<file path="config.mk">
export PLATFORM = sky130hd
export DESIGN_NAME = layer_blitter
export DESIGN_NICKNAME = d
export VERILOG_FILES = /design/src/rtl/layer_blitter_pkg.sv /design/src/rtl/blit_delay_line.sv /design/src/rtl/layer_blitter.sv
export SDC_FILE = /design/constraint.sdc
export NUM_CORES = 1
export LEC_CHECK = 0
export ABC_CLOCK_PERIOD_IN_PS = 3100
export CAP_MARGIN = 30
export CORE_ASPECT_RATIO = 0.75
export CORE_MARGIN = 4
export CORE_UTILIZATION = 43
export CTS_CLUSTER_SIZE = 28
export DETAILED_ROUTE_END_ITERATION = 6
export HOLD_SLACK_MARGIN = 0.15
export PLACE_DENSITY = 0.76
export SYNTH_ARGS = -nofsm -noshare
export SYNTH_HDL_FRONTEND = slang
export SYNTH_SLANG_ARGS = --single-unit
</file>
<file path="constraint.sdc">
create_clock -name CLK -period 3.1 [get_ports CLK]
set_input_delay 0.465 -clock CLK [delete_from_list [all_inputs] [get_ports CLK]]
set_output_delay 0.465 -clock CLK [all_outputs]
set_load 0.02 [all_outputs]
</file>
<file path="src/rtl/layer_blitter_pkg.sv">
// Shared constants and frame-FSM encoding for the layer blitter and layer controller.
package layer_blitter_pkg;

   typedef enum logic [1:0] {
      BLT_IDLE,
      BLT_DRAW,
      BLT_DRAIN,
      BLT_DONE
   } blt_state_e;

   localparam logic [11:0]  BLT_TRANSPARENT_COLOR = 12'hF0F;
   localparam int unsigned  BLT_SCREEN_WIDTH      = 320;
   localparam int unsigned  BLT_SCREEN_HEIGHT     = 180;

endpackage

</file>
<file path="src/rtl/blit_delay_line.sv">
// Valid + screen-address shift register that tracks pixels while the sprite
// buffer read is in flight.
module blit_delay_line
   import layer_blitter_pkg::*;
#(
   parameter int unsigned DEPTH      = 1,
   parameter int unsigned ADDR_WIDTH = 16
) (
   input  logic                  clk,
   input  logic                  rst_n,
   input  logic                  push,
   input  logic [ADDR_WIDTH-1:0] push_addr,
   output logic                  tail_valid,
   output logic [ADDR_WIDTH-1:0] tail_addr,
   output logic                  busy
);

   logic [DEPTH-1:0]                 valid_q;
   logic [DEPTH-1:0][ADDR_WIDTH-1:0] addr_q;

   always_ff @(posedge clk or negedge rst_n) begin
      if (!rst_n) begin
         valid_q <= '0;
         addr_q  <= '0;
      end else begin
         valid_q[0] <= push;
         addr_q[0]  <= push_addr;
         for (int unsigned i = 1; i < DEPTH; i++) begin
            valid_q[i] <= valid_q[i-1];
            addr_q[i]  <= addr_q[i-1];
         end
      end
   end

   assign tail_valid = valid_q[DEPTH-1];
   assign tail_addr  = addr_q[DEPTH-1];
   assign busy       = |valid_q;

endmodule

</file>
<file path="src/rtl/layer_blitter.sv">
// Sprite-to-VRAM blitter: colour-keys and clips pixels from the layer controller,
// issues registered VRAM writes and tracks frame completion and statistics.
module layer_blitter
   import layer_blitter_pkg::*;
#(
   parameter int unsigned            VRAM_A_WIDTH      = 16,
   parameter int unsigned            SPRITEBUF_A_WIDTH = 13,
   parameter int unsigned            COLOR_WIDTH       = 12,
   parameter logic [COLOR_WIDTH-1:0] TRANSPARENT_COLOR = COLOR_WIDTH'(BLT_TRANSPARENT_COLOR),
   parameter int unsigned            SCREEN_WIDTH      = BLT_SCREEN_WIDTH,
   parameter int unsigned            SCREEN_HEIGHT     = BLT_SCREEN_HEIGHT,
   parameter int unsigned            RD_LATENCY        = 1,
   parameter int unsigned            CNT_WIDTH         = 16
) (
   input  logic                         CLK,
   input  logic                         rst,
   input  logic [VRAM_A_WIDTH-1:0]      i_address_screen,
   input  logic [SPRITEBUF_A_WIDTH-1:0] i_address_s,
   input  logic                         i_is_layer_drawing,
   input  logic [COLOR_WIDTH-1:0]       i_sprite_data,
   output logic [SPRITEBUF_A_WIDTH-1:0] o_sprite_addr,
   output logic                         o_vram_we,
   output logic [VRAM_A_WIDTH-1:0]      o_vram_addr,
   output logic [COLOR_WIDTH-1:0]       o_vram_data,
   output logic                         o_busy,
   output logic                         o_frame_done,
   output logic [CNT_WIDTH-1:0]         o_write_cnt,
   output logic [CNT_WIDTH-1:0]         o_skip_cnt,
   output logic [CNT_WIDTH-1:0]         o_clip_cnt
);

   localparam int unsigned SCREEN_PIXELS = SCREEN_WIDTH * SCREEN_HEIGHT;
   // The falling-edge cycle is the first of the RD_LATENCY+1 drain cycles.
   localparam logic [2:0]  DRAIN_LOAD    = 3'(RD_LATENCY);

   blt_state_e                  state_q;
   logic [2:0]                  drain_q;
   logic                        frame_done_q;
   logic                        vram_we_q;
   logic [VRAM_A_WIDTH-1:0]     vram_addr_q;
   logic [COLOR_WIDTH-1:0]      vram_data_q;
   logic [CNT_WIDTH-1:0]        write_cnt_q, skip_cnt_q, clip_cnt_q;

   logic                        eval_valid;
   logic [VRAM_A_WIDTH-1:0]     eval_addr;
   logic                        pipe_busy;
   logic                        in_range, do_clip, do_skip, do_write, clear_stats;

   blit_delay_line #(
      .DEPTH      (RD_LATENCY),
      .ADDR_WIDTH (VRAM_A_WIDTH)
   ) u_delay_line (
      .clk        (CLK),
      .rst_n      (rst),
      .push       (i_is_layer_drawing),
      .push_addr  (i_address_screen),
      .tail_valid (eval_valid),
      .tail_addr  (eval_addr),
      .busy       (pipe_busy)
   );

   assign in_range    = 32'(eval_addr) < SCREEN_PIXELS;
   assign do_clip     = eval_valid && !in_range;
   assign do_skip     = eval_valid && in_range && (i_sprite_data == TRANSPARENT_COLOR);
   assign do_write    = eval_valid && in_range && (i_sprite_data != TRANSPARENT_COLOR);
   // A new frame's first accepted pair restarts the statistics.
   assign clear_stats = i_is_layer_drawing && (state_q == BLT_IDLE || state_q == BLT_DONE);

   function automatic logic [CNT_WIDTH-1:0] bump(input logic [CNT_WIDTH-1:0] cnt,
                                                 input logic clr, input logic inc);
      logic [CNT_WIDTH-1:0] base;
      base = clr ? '0 : cnt;
      return (inc && base != '1) ? base + CNT_WIDTH'(1) : base;
   endfunction

   always_ff @(posedge CLK or negedge rst) begin
      if (!rst) begin
         vram_we_q   <= 1'b0;
         vram_addr_q <= '0;
         vram_data_q <= '0;
         write_cnt_q <= '0;
         skip_cnt_q  <= '0;
         clip_cnt_q  <= '0;
      end else begin
         vram_we_q <= do_write;
         if (do_write) begin
            vram_addr_q <= eval_addr;
            vram_data_q <= i_sprite_data;
         end
         write_cnt_q <= bump(write_cnt_q, clear_stats, do_write);
         skip_cnt_q  <= bump(skip_cnt_q, clear_stats, do_skip);
         clip_cnt_q  <= bump(clip_cnt_q, clear_stats, do_clip);
      end
   end

   always_ff @(posedge CLK or negedge rst) begin
      if (!rst) begin
         state_q      <= BLT_IDLE;
         drain_q      <= '0;
         frame_done_q <= 1'b0;
      end else begin
         frame_done_q <= 1'b0;
         case (state_q)
            BLT_IDLE: if (i_is_layer_drawing) state_q <= BLT_DRAW;
            BLT_DRAW: begin
               if (!i_is_layer_drawing) begin
                  state_q <= BLT_DRAIN;
                  drain_q <= DRAIN_LOAD;
               end
            end
            BLT_DRAIN: begin
               if (i_is_layer_drawing) begin
                  state_q <= BLT_DRAW;
               end else if (drain_q <= 3'd1) begin
                  state_q      <= BLT_DONE;
                  frame_done_q <= 1'b1;
               end else begin
                  drain_q <= drain_q - 3'd1;
               end
            end
            BLT_DONE: state_q <= i_is_layer_drawing ? BLT_DRAW : BLT_IDLE;
            default:  state_q <= BLT_IDLE;
         endcase
      end
   end

   assign o_sprite_addr = i_address_s;
   assign o_vram_we     = vram_we_q;
   assign o_vram_addr   = vram_addr_q;
   assign o_vram_data   = vram_data_q;
   assign o_frame_done  = frame_done_q;
   assign o_write_cnt   = write_cnt_q;
   assign o_skip_cnt    = skip_cnt_q;
   assign o_clip_cnt    = clip_cnt_q;
   assign o_busy        = (state_q == BLT_DRAW) || (state_q == BLT_DRAIN) || pipe_busy;

endmodule

</file>
==> metrics.txt <==
Die Span Y=98.48 microns; fraction of power consumed by the clock network=33.4%; most frequent cells after synthesis=130 x sky130_fd_sc_hd__nand2_1, 100 x sky130_fd_sc_hd__dfrtp_1, 22 x sky130_fd_sc_hd__nor2_1; total routing usage reported by global routing=19.06%; DIE AREA=12670 sq um; #FFs+latches synth=100; count of different cell masters after synthesis=53; result of the run=finished clean; largest net degree at the start of global routing=57; final routed DRC violation total=0; FILL cells=887; CP startpoint kind=flop; CTS max path bufs=2; Routed WL per cell=16.43 microns; number of placed I/O pins=136; average cell area after synthesis=9.697 sq um; cell area after synthesis=4693 sq um; kind of capture point of the worst setup path=flop; Worst Skew=7.513 ps; Mapped Cells=484; proportion of synthesized chip area in sequential cells=53.32%; max_cap viols=0; wire length of the first global-routing pass=19.33 mm; multiplexer fraction of the synthesized cell area=2.239%; fraction of the mapped netlist area in simple logic gates=25.43%; ys async rst share=100.0%; TritonCTS clock tree=yes; final weighted congestion in routability-driven placement=0.8978; xor-xnor portion of the synthesized cell area=3.546%; area fraction of the dominant cell type after synthesis=53.32%; total wire length=11.93 mm; Crit path required time=3380 ps; number of sinks on the clock net=100; Worst IR Drop VDD=0.3279 mV; aggregate global routing overflow=0; via count=3988; Pre-Repair DR Iteration Count=5; width of the die=128.6 microns; post-layout util=59.48%; clock edge transition at the registers on the reported setup and hold paths=70 ps; half-perimeter wire length after placement=8.695 mm; worst skew pair latency=350 ps; total negative slack for setup checks=0 ps; count of buffers added by post-CTS timing repair for setup=0; power per cell area=572.8 nW/um^2; ANT cells=0; overall power of the completed layout=0.003561 W; kind of critical path=flop to flop; fraction of power consumed by sequential logic=41.7%; number of input and output port buffers inserted=109; total CTS buffers=9; net count after synthesis=537; Synth Area in Compound Gates=8.611%; predominant post-synthesis flop cell=sky130_fd_sc_hd__dfrtp_1; final hold violation count=0; top cells by area in the synthesized netlist=sky130_fd_sc_hd__dfrtp_1 53%, sky130_fd_sc_hd__nand2_1 10%, sky130_fd_sc_hd__ha_1 2.4%; worst relative slew slack=49.01%; Pleak=2.778 nW; cell chosen for the clock root=sky130_fd_sc_hd__clkbuf_16; Switching Power=0.001133 W; layout cells sized above 1=6.610%; Post-DRT Antenna Nets=0; area of the core region=10450 sq um; signal arrival time at the worst endpoint=3110 ps; average vias per placed instance=5.493; Cell Rows=32; Post-synth EDFFs=0; internal power component=0.002427 W; Total Nets Final=638; Reg2Reg Setup Slack=270 ps; largest family of logic cells by synthesized area=simple AND/OR/NAND/NOR gates; Worst Path Max Fanout=12; switching power share of the total=31.83%; number of max-slew violations in the final report=0; initial standard-cell utilization of the core=44.91%; initial antenna violation count=0; number of setup violations in the final report=0; part of the power in combinational logic=24.9%; Tcrit/Tclk final=91.26%; RSZ-0062 raised after global routing=no; maximum operating frequency=0.3535 GHz; crit path time final=2829 ps; growth of design area from synthesis to finish=32.44%; H-tree level count=3; share of synthesized cell area in full adder, half adder and majority cells=2.399%; Least-Margin Pin Slew=745.5 ps; Starting DRT DRC Count=352; top-count cell post-synth=sky130_fd_sc_hd__nand2_1; class of the tightest hold or removal check=flop to flop; largest area contributor in the synthesized netlist=sky130_fd_sc_hd__dfrtp_1; total of warnings raised by yosys=0; vias in the first global route=3873
[placed cells by master (no fill, tap or decap), types with 4 or more instances in the layout]
cell,instances
sky130_fd_sc_hd__nand2_1,130
sky130_fd_sc_hd__clkdlybuf4s50_1,108
sky130_fd_sc_hd__dfrtp_1,100
sky130_fd_sc_hd__nor2_1,22
sky130_fd_sc_hd__nand4_1,16
sky130_fd_sc_hd__nand3_1,16
sky130_fd_sc_hd__a21oi_1,12
sky130_fd_sc_hd__buf_4,12
sky130_fd_sc_hd__xnor2_1,11
sky130_fd_sc_hd__and3_1,10
sky130_fd_sc_hd__and2_1,9
sky130_fd_sc_hd__o21ai_0,9
sky130_fd_sc_hd__ha_1,9
sky130_fd_sc_hd__clkbuf_16,9
sky130_fd_sc_hd__inv_1,8
sky130_fd_sc_hd__xor2_1,8
sky130_fd_sc_hd__or3_1,8
sky130_fd_sc_hd__or4_1,8
sky130_fd_sc_hd__mux2i_1,6
sky130_fd_sc_hd__o211ai_1,5
sky130_fd_sc_hd__nand2b_1,4
sky130_fd_sc_hd__nor3_1,4
sky130_fd_sc_hd__a31oi_1,4
sky130_fd_sc_hd__mux2_2,4
[metal layers]
metal  vias up  global-route usage [%]  wire [microns]
li1       1882                       -               -
met1      1924                   25.73            5358
met2       158                   27.77            5163
met3        24                   7.692            1181
met4         0                   6.941             227
met5         -                       0               0
[through the flow]
| stage | cell area (sq um) | hold slack, ps | instances | setup slack [ps] |
|---|---|---|---|---|
| floorplan | 4693 | 169.4 | 484 | 253.4 |
| global placement | 5859 | 416.5 | 708 | 327.9 |
| detailed placement | 5887 | 421.1 | 709 | 211.7 |
| CTS | 6215 | 442.1 | 726 | 224.8 |
| global route | 6216 | 469.4 | 726 | 48.13 |
| finish | 6216 | 440.7 | 726 | 271.0 |
[critical path: stages, from the launching register on]
cell and delay [ps]:
sky130_fd_sc_hd__dfrtp_1 420, sky130_fd_sc_hd__inv_1 110, sky130_fd_sc_hd__ha_1 310, sky130_fd_sc_hd__nand2b_1 220, sky130_fd_sc_hd__buf_4 220, sky130_fd_sc_hd__and2_1 190
sky130_fd_sc_hd__ha_1 220, sky130_fd_sc_hd__and4_2 330, sky130_fd_sc_hd__nand4_1 150, sky130_fd_sc_hd__or4_1 430, sky130_fd_sc_hd__a21oi_1 160
[power by group through the flow]
stage                     logic [W]  clock network, W  registers, W
after floorplan            0.000434                 0       0.00158
after global placement     0.000855                 0       0.00150
after detailed placement   0.000893                 0       0.00151
after CTS                  0.000896           0.00122       0.00149
after global routing       0.000967           0.00126       0.00150
final                      0.000886           0.00119       0.00149
[layout make-up]
type | count | area (sq um) | area share (%)
clock inverters | 7 | 92.59 | 1.490
inverters | 9 | 33.78 | 0.5435
well taps | 136 | 170.2 | 2.738
flip-flops and latches | 100 | 2502 | 40.26
repair buffers | 122 | 1209 | 19.44
clock buffers | 9 | 225.2 | 3.623
multi-input cells | 343 | 1983 | 31.90
[registers in the layout, summed over array words and instances, names as in the netlist]
signal	count
o_vram_data	12
u_delay_line.tail_addr	16
u_delay_line.busy	1
drain_q	3
o_frame_done	1
state_q	2
o_vram_we	1
o_skip_cnt	16
o_vram_addr	16
o_write_cnt	16
o_clip_cnt	16
[timing repair]
action,in CTS,in global routing
hold endpoints to repair,28,0
endpoints found under the setup margin,0,1
gates resized for setup,0,1
hold buffers,1,0
[cells by family (layout without fill, tap and decap cells)]
logic type	after synthesis	count (layout)
simple gates	247	247
flops	100	100
compound gates	58	58
buf+inv	41	147
xor+xnor	19	19
mux	10	10
fa+ha+maj	9	9
[path summary, 6_finish.rpt]
path / startpoint / end / cells past startpoint
min in group asynchronous: rst / u_delay_line.tail_addr[7] / 2
worst min-delay path: u_delay_line.tail_addr[0] / o_vram_addr[0] / 2
max in group asynchronous: rst / o_skip_cnt[10] / 4
worst max register to register: state_q[1] / o_write_cnt[8] / 10
worst min register to register: u_delay_line.tail_addr[0] / o_vram_addr[0] / 2
worst max-delay path: state_q[1] / o_write_cnt[8] / 10
(Power assumes the default switching activity.)
